[src/rtl/sig_sync_pkg.sv]
// ----------------------------------------------------------------------------
// sig_sync_pkg
//   Shared definitions for the multi-channel level synchronizer bank.
//   Contents:
//     chan_out_t    - per-channel result bundle (level, edge pulses, sticky flag)
//     cnt_width()   - bit width of the stability counter for a given
//                     FILTER_CYCLES (clog2(FILTER_CYCLES+1), never below 1)
//     params_legal()- parameter sanity check used at elaboration time
//   Build option: SIG_SYNC_BANK_FILTER_EN (see sig_sync_chan) enables the
//   stability filter; this package is the same in both builds.
// ----------------------------------------------------------------------------
package sig_sync_pkg;

    localparam int MIN_WIDTH         = 1;
    localparam int MIN_STAGES        = 2;
    localparam int MIN_FILTER_CYCLES = 1;

    // Everything one channel hands back to the bank.
    typedef struct packed {
        logic sync;
        logic rise;
        logic fall;
        logic pend;
    } chan_out_t;

    // The counter has to reach FILTER_CYCLES-1; a 1-bit floor keeps the
    // FILTER_CYCLES=1 case from collapsing into a zero-width vector.
    function automatic int cnt_width(input int filter_cycles);
        int w;
        w = $clog2(filter_cycles + 1);
        if (w < 1) begin
            w = 1;
        end
        return w;
    endfunction

    function automatic bit params_legal(input int width,
                                        input int stages,
                                        input int filter_cycles);
        return (width >= MIN_WIDTH) &&
               (stages >= MIN_STAGES) &&
               (filter_cycles >= MIN_FILTER_CYCLES);
    endfunction

endpackage

[src/rtl/sig_sync_chan.sv]
// ----------------------------------------------------------------------------
// sig_sync_chan
//   One channel of the synchronizer bank: STAGES-deep synchronizer chain,
//   optional stability filter, registered rise/fall pulses and a sticky
//   event-pending flag with synchronous clear.
//   Build option: define SIG_SYNC_BANK_FILTER_EN to require FILTER_CYCLES
//   consecutive cycles of a new level at the chain output before out_sync
//   follows; otherwise out_sync follows the chain output every cycle.
//   Ports:
//     clock     in   sole clock
//     reset_n   in   asynchronous active-low reset
//     in_async  in   asynchronous level input
//     evt_clr   in   synchronous clear of the pending flag
//     chan_out  out  {sync level, rise pulse, fall pulse, pending flag}
// ----------------------------------------------------------------------------
module sig_sync_chan
    import sig_sync_pkg::*;
#(
    parameter int   STAGES        = 2,
    parameter logic RESET_VAL     = 1'b0,
    parameter int   FILTER_CYCLES = 4
) (
    input  logic      clock,
    input  logic      reset_n,
    input  logic      in_async,
    input  logic      evt_clr,
    output chan_out_t chan_out
);

    generate
        if (!params_legal(1, STAGES, FILTER_CYCLES)) begin : g_param_check
            $error("sig_sync_chan: STAGES must be >= 2 and FILTER_CYCLES >= 1");
        end
    endgenerate

    (* async_reg = "true" *) logic [STAGES-1:0] sync_chain;

    logic s_last;
    logic sync_q;
    logic sync_next;
    logic rise_q;
    logic fall_q;
    logic pend_q;

    // Plain shift chain: no logic between the flops so the metastability
    // resolution time of each stage is a full clock period.
    always_ff @(posedge clock or negedge reset_n) begin
        if (!reset_n) begin
            sync_chain <= {STAGES{RESET_VAL}};
        end else begin
            sync_chain <= {sync_chain[STAGES-2:0], in_async};
        end
    end

    assign s_last = sync_chain[STAGES-1];

`ifdef SIG_SYNC_BANK_FILTER_EN
    localparam int              CNT_W    = cnt_width(FILTER_CYCLES);
    localparam logic [CNT_W-1:0] CNT_LAST = CNT_W'(FILTER_CYCLES - 1);

    logic [CNT_W-1:0] stable_cnt;
    logic [CNT_W-1:0] stable_cnt_next;

    // Count cycles in which the chain output disagrees with the published
    // level. Any agreement restarts the count, so short pulses never make
    // it out; the level is accepted on the FILTER_CYCLES-th disagreement.
    always_comb begin
        stable_cnt_next = '0;
        sync_next       = sync_q;
        if (s_last != sync_q) begin
            if (stable_cnt == CNT_LAST) begin
                sync_next = s_last;
            end else begin
                stable_cnt_next = stable_cnt + CNT_W'(1);
            end
        end
    end

    // Counter register; reset clears it even in the middle of a filter window.
    always_ff @(posedge clock or negedge reset_n) begin
        if (!reset_n) begin
            stable_cnt <= '0;
        end else begin
            stable_cnt <= stable_cnt_next;
        end
    end
`else
    // Without the filter the published level simply trails the chain.
    always_comb begin
        sync_next = s_last;
    end
`endif

    // Edge pulses compare the level about to be published with the current
    // one, so each pulse is high in exactly the cycle out_sync shows the new
    // value. The pending flag is fed by the registered pulses, and a set
    // overrides a simultaneous clear so no event is ever lost.
    always_ff @(posedge clock or negedge reset_n) begin
        if (!reset_n) begin
            sync_q <= RESET_VAL;
            rise_q <= 1'b0;
            fall_q <= 1'b0;
            pend_q <= 1'b0;
        end else begin
            sync_q <= sync_next;
            rise_q <= sync_next & ~sync_q;
            fall_q <= ~sync_next & sync_q;
            pend_q <= (pend_q & ~evt_clr) | rise_q | fall_q;
        end
    end

    assign chan_out.sync = sync_q;
    assign chan_out.rise = rise_q;
    assign chan_out.fall = fall_q;
    assign chan_out.pend = pend_q;

endmodule

[src/rtl/sig_sync_bank.sv]
// ----------------------------------------------------------------------------
// sig_sync_bank
//   WIDTH independent asynchronous level inputs brought into the clock
//   domain, each with edge pulses and a sticky event flag. Sits between pad
//   or async sources (GPIO, external interrupts, straps) and core logic.
//   Build option: SIG_SYNC_BANK_FILTER_EN enables the per-channel stability
//   filter of FILTER_CYCLES cycles (FILTER_CYCLES ignored otherwise).
//   Ports:
//     clock     in   1      sole clock
//     reset_n   in   1      asynchronous active-low reset
//     in_async  in   WIDTH  asynchronous level inputs
//     out_sync  out  WIDTH  synchronized (filtered) levels, reset RESET_VAL
//     out_rise  out  WIDTH  one-cycle pulse when out_sync goes 0->1
//     out_fall  out  WIDTH  one-cycle pulse when out_sync goes 1->0
//     evt_pend  out  WIDTH  sticky flag set by any rise/fall pulse
//     evt_clr   in   WIDTH  synchronous per-bit clear of evt_pend
// ----------------------------------------------------------------------------
module sig_sync_bank
    import sig_sync_pkg::*;
#(
    parameter int               WIDTH         = 4,
    parameter int               STAGES        = 2,
    parameter logic [WIDTH-1:0] RESET_VAL     = '0,
    parameter int               FILTER_CYCLES = 4
) (
    input  logic             clock,
    input  logic             reset_n,
    input  logic [WIDTH-1:0] in_async,
    output logic [WIDTH-1:0] out_sync,
    output logic [WIDTH-1:0] out_rise,
    output logic [WIDTH-1:0] out_fall,
    output logic [WIDTH-1:0] evt_pend,
    input  logic [WIDTH-1:0] evt_clr
);

    generate
        if (!params_legal(WIDTH, STAGES, FILTER_CYCLES)) begin : g_param_check
            $error("sig_sync_bank: WIDTH >= 1, STAGES >= 2, FILTER_CYCLES >= 1 required");
        end
    endgenerate

    chan_out_t chan_out [WIDTH];

    // Channels share nothing but clock and reset; each gets its own bit of
    // the reset value.
    for (genvar i = 0; i < WIDTH; i++) begin : g_chan
        sig_sync_chan #(
            .STAGES        (STAGES),
            .RESET_VAL     (RESET_VAL[i]),
            .FILTER_CYCLES (FILTER_CYCLES)
        ) u_chan (
            .clock    (clock),
            .reset_n  (reset_n),
            .in_async (in_async[i]),
            .evt_clr  (evt_clr[i]),
            .chan_out (chan_out[i])
        );

        assign out_sync[i] = chan_out[i].sync;
        assign out_rise[i] = chan_out[i].rise;
        assign out_fall[i] = chan_out[i].fall;
        assign evt_pend[i] = chan_out[i].pend;
    end

endmodule

[config.mk]
export PLATFORM = sky130hd
export DESIGN_NAME = sig_sync_bank
export DESIGN_NICKNAME = d
export VERILOG_FILES = /design/src/rtl/sig_sync_pkg.sv /design/src/rtl/sig_sync_chan.sv /design/src/rtl/sig_sync_bank.sv
export SDC_FILE = /design/constraint.sdc
export NUM_CORES = 1
export LEC_CHECK = 0
export CAP_MARGIN = 0
export CORE_MARGIN = 2
export CORE_UTILIZATION = 39
export CTS_BUF_LIST = sky130_fd_sc_hd__clkbuf_16
export DETAILED_ROUTE_END_ITERATION = 8
export HOLD_SLACK_MARGIN = 0.05
export PLACE_DENSITY = 0.72
export SKIP_CTS_REPAIR_TIMING = 1
export SLEW_MARGIN = 0
export SYNTH_ARGS = -nofsm -noshare
export SYNTH_HDL_FRONTEND = slang
export SYNTH_SLANG_ARGS = --single-unit
[constraint.sdc]
create_clock -name clock -period 0.8 [get_ports clock]
set_input_delay 0.16 -clock clock [delete_from_list [all_inputs] [get_ports clock]]
set_output_delay 0.16 -clock clock [all_outputs]
set_load 0.01 [all_outputs]
After elaboration in Yosys (flattened, before gate mapping)
Cells that the tools add are included.
{ "totals": {"ff_bits": 24, "input_bits": 10, "out_inout_bits": 16} }
{ "op_classes": {"n_bitwise": 32} }
{ "ops": {"columns": ["operator", "count"], "rows": [
  ["$and 1x1->1", 12],
  ["$not 1->1", 12],
  ["$or 1x1->1", 8]
]} }

Depth between registers and ports, before layout
{ "depth": {"ltp_word": 4, "depth_mapped": 2, "depth_no_buf": 2} }

Cells and area by module
Synthesis repeated with hierarchy kept, for this count alone.
{ "unflattened": {"cells_unflattened": 60, "area_unflattened_um2": 830.8} }
{ "modules_own_cells": {"columns": ["mod", "instances", "cells_each", "area_each_um2"], "rows": [
  ["sig_sync_chan", 4, 15, 207.7]
]} }

Worst setup path after synthesis
No wires, ideal clock.
{ "synth_path": {"path_kind": "flip-flop to output port", "start": "register g_chan[0].u_chan.sync_q", "end": "output out_sync[0]", "arrival_time_ps": 497, "setup_slack_ps": 143, "path_stages_with_launch": 2, "path_cell_list": "dfrtp_1 -> buf_4"} }
{ "synth_lines": {"columns": ["element", "line_no", "source"], "rows": [
  ["start, declared", "sig_sync_chan.sv:39", "logic sync_q;"],
  ["start signal, assigned", "sig_sync_chan.sv:105", "sync_q <= sync_next;"],
  ["end, declared", "sig_sync_bank.sv:29", "output logic [WIDTH-1:0] out_sync,"]
]} }
No word-level cell between the ends.

Worst setup path in the final report
{ "layout_path": {"start": "register g_chan[2].u_chan.sync_q", "end": "output out_sync[2]"} }
{ "layout_lines": {"columns": ["element", "line_no"], "rows": [
  ["start, declared", "sig_sync_chan.sv:39"],
  ["start signal, assigned", "sig_sync_chan.sv:105"]
]} }
No word-level cell between the ends.

==> qor.csv <==
metric,value,unit
max_slew_margin,91.0,%
wire_per_inst,9.91,um
cts.sinks,24,
fin_crit,924,ps
synth_top_area_share,73.2,%
die_w,49.9,um
grt_pass1_vias,448,
drc,0,
num_vias,430,
routed_via_density,4.06,
syn_nets,70,
syn_to_final_growth,27.7,%
peakVddDrop,1.23,mV
floorplan.initialDensity,41.4,%
hold_viol,0,
ant_nets,0,
globalRouteTotalUtil,10.0,%
ff2ff_path_depth,3,
synth.distinct_cells,6,
grt_max_degree,19,
cp_num_buf_inv,1,
crit_path_start_kind,register,
clkTransAtPathRegs,60,ps
cts-buffers-inserted,3,
power_density,2440,nW/um^2
num_antenna_cells,0,
design.core.area,1980,um^2
async_flop_share,100,%
die_h,49.9,um
synthTopCellsByArea,"dfrtp_1, buf_4, nor2b_1",
synth.most_common_cell,dfrtp_1,
cts_max_level,1,
slowest_delay,380,ps
worst_pin_slew,135,ps
arrival,760,ps
synth_top_cell_by_area,dfrtp_1,
ctsLongestPathBuffers,2,
hold_class,primary input to asynchronous set/reset pin,
port_buffers,25,
dpl.hpwl,782,um
synth_edf_count,0,
cts_tree,yes,
violations,setup timing,
setup_viol,17,
synth-main-ff-cell,dfrtp_1,
dieArea,2490,um^2
min_period_over_period,115,%
critical-path-top-delay-family,flip-flops,
antenna_found_initial,0,
rsz0062_at_grt,true,
fin_cells,106,
insertion_delay,250,ps
synth_common_cells,"dfrtp_1, buf_4, nor2b_1",
synthCells,60,
avgSynthCellArea,13.7,um^2
dp.cells,99,
critical_path_class,register to output port,
rows,16,
wl,1050,um
layout-drive-gt1-share,32.9,%
design_area,1050,um^2
max-cap-violations,0,
p_leak,0.521,nW
placed_area,1020,um^2
drtPass1Iterations,1,
grt_overflow,0,
path_cells,clkbuf_2,
synth-seq-cells,24,
netlist_area,821,um^2
critical_path_required,640,ps
clock_skew,1.03,ps
layout.nets,90,
drv_slew,0,
root_buffer,clkbuf_16,
gp_congestion,0.636,
yosys_warnings,0,
fmax,1080,MHz
critPathSlowestCell,dfrtp_1,
timing.final.ws_setup,-124,ps
status,"complete, but fails checks",
io_pins,26,
drt_iter0_drc,0,
cp_max_fo,3,
yosysSeqAreaShare,73.2,%
grt_pass1_wl,1880,um
endpoint_kind,output port,
path_depth,1,
[cell usage in the layout, fill, tap and decap left out]
master and n:
buf_2 2, clkdlybuf4s50_1 9, inv_1 4, nor2_1 4
buf_12 1, clkbuf_2 14, nor2b_1 7, clkbuf_16 3
buf_4 5, o21ai_1 4, dfrtp_1 24, nor2b_4 1
clkinv_1 1
[power by group]
| part | switching (W) | internal [W] |
|---|---|---|
| Sequential | 0.0000357 | 0.00129 |
| Clock | 0.000359 | 0.000665 |
| Combinational | 0.0000947 | 0.000123 |
[state kept, by name (all words and copies together), names as in the netlist]
register and flops:
g_chan.u_chan.fall_q 4, g_chan.u_chan.sync_chain 8, g_chan.u_chan.rise_q 4, g_chan.u_chan.pend_q 4, g_chan.u_chan.sync_q 4
[through the flow]
step / power [W] / util [%] / TNS, ps / setup slack [ps] / hold slack, ps
after CTS: 0.00264 / 55.4 / -7960 / -520 / 271
after floorplan: 0.00147 / - / 0 / 143 / -136
final: 0.00256 / 52.9 / -1810 / -124 / 268
after detailed placement: 0.00160 / 51.5 / -3610 / -256 / 335
after global placement: 0.00159 / 51.5 / -3430 / -235 / 333
after global routing: 0.00269 / 52.9 / -2380 / -157 / 281
[worst paths after layout]
| kind | start | to | slack, ps |
|---|---|---|---|
| max | g_chan[2].u_chan.sync_q | out_sync[2] | -120 |
| min | reset_n | g_chan[2].u_chan.sync_chain[0] | 270 |
| max reg2reg | g_chan[0].u_chan.sync_q | g_chan[0].u_chan.fall_q | -40 |
| min reg2reg | g_chan[2].u_chan.sync_chain[0] | g_chan[2].u_chan.sync_chain[1] | 350 |
| max in group asynchronous | reset_n | g_chan[0].u_chan.pend_q | 410 |
| min in group clock | g_chan[2].u_chan.sync_chain[0] | g_chan[2].u_chan.sync_chain[1] | 350 |
[final cells by class]
cell class	count	area, um^2
timing repair buffer	31	228
inverter	4	15.0
sequential	24	601
clock inverter	1	3.75
fill	173	933
tap	27	33.8
multi-input combinational	16	92.6
clock buffer	3	75.1
[kinds of logic (layout without fill, tap and decap cells)]
| group | Yosys count | count (layout) | synth area share [%] |
|---|---|---|---|
| AO/OA/AOI/OAI | 4 | 4 | 2.44 |
| AND/OR/NAND/NOR | 12 | 12 | 7.93 |
| buffers and inverters | 20 | 39 | 16.5 |
| flip-flops | 24 | 24 | 73.2 |
[routing by layer]
metal / up-vias / track usage (%) / part of all wire (%)
met5: - / 0 / 0
met4: 0 / 4.17 / 1.1
met3: 2 / 3.03 / 6.2
met2: 16 / 17.3 / 53
met1: 209 / 11.4 / 40
li1: 203 / - / -
Note: power is estimated with default switching activity, not from simulation.
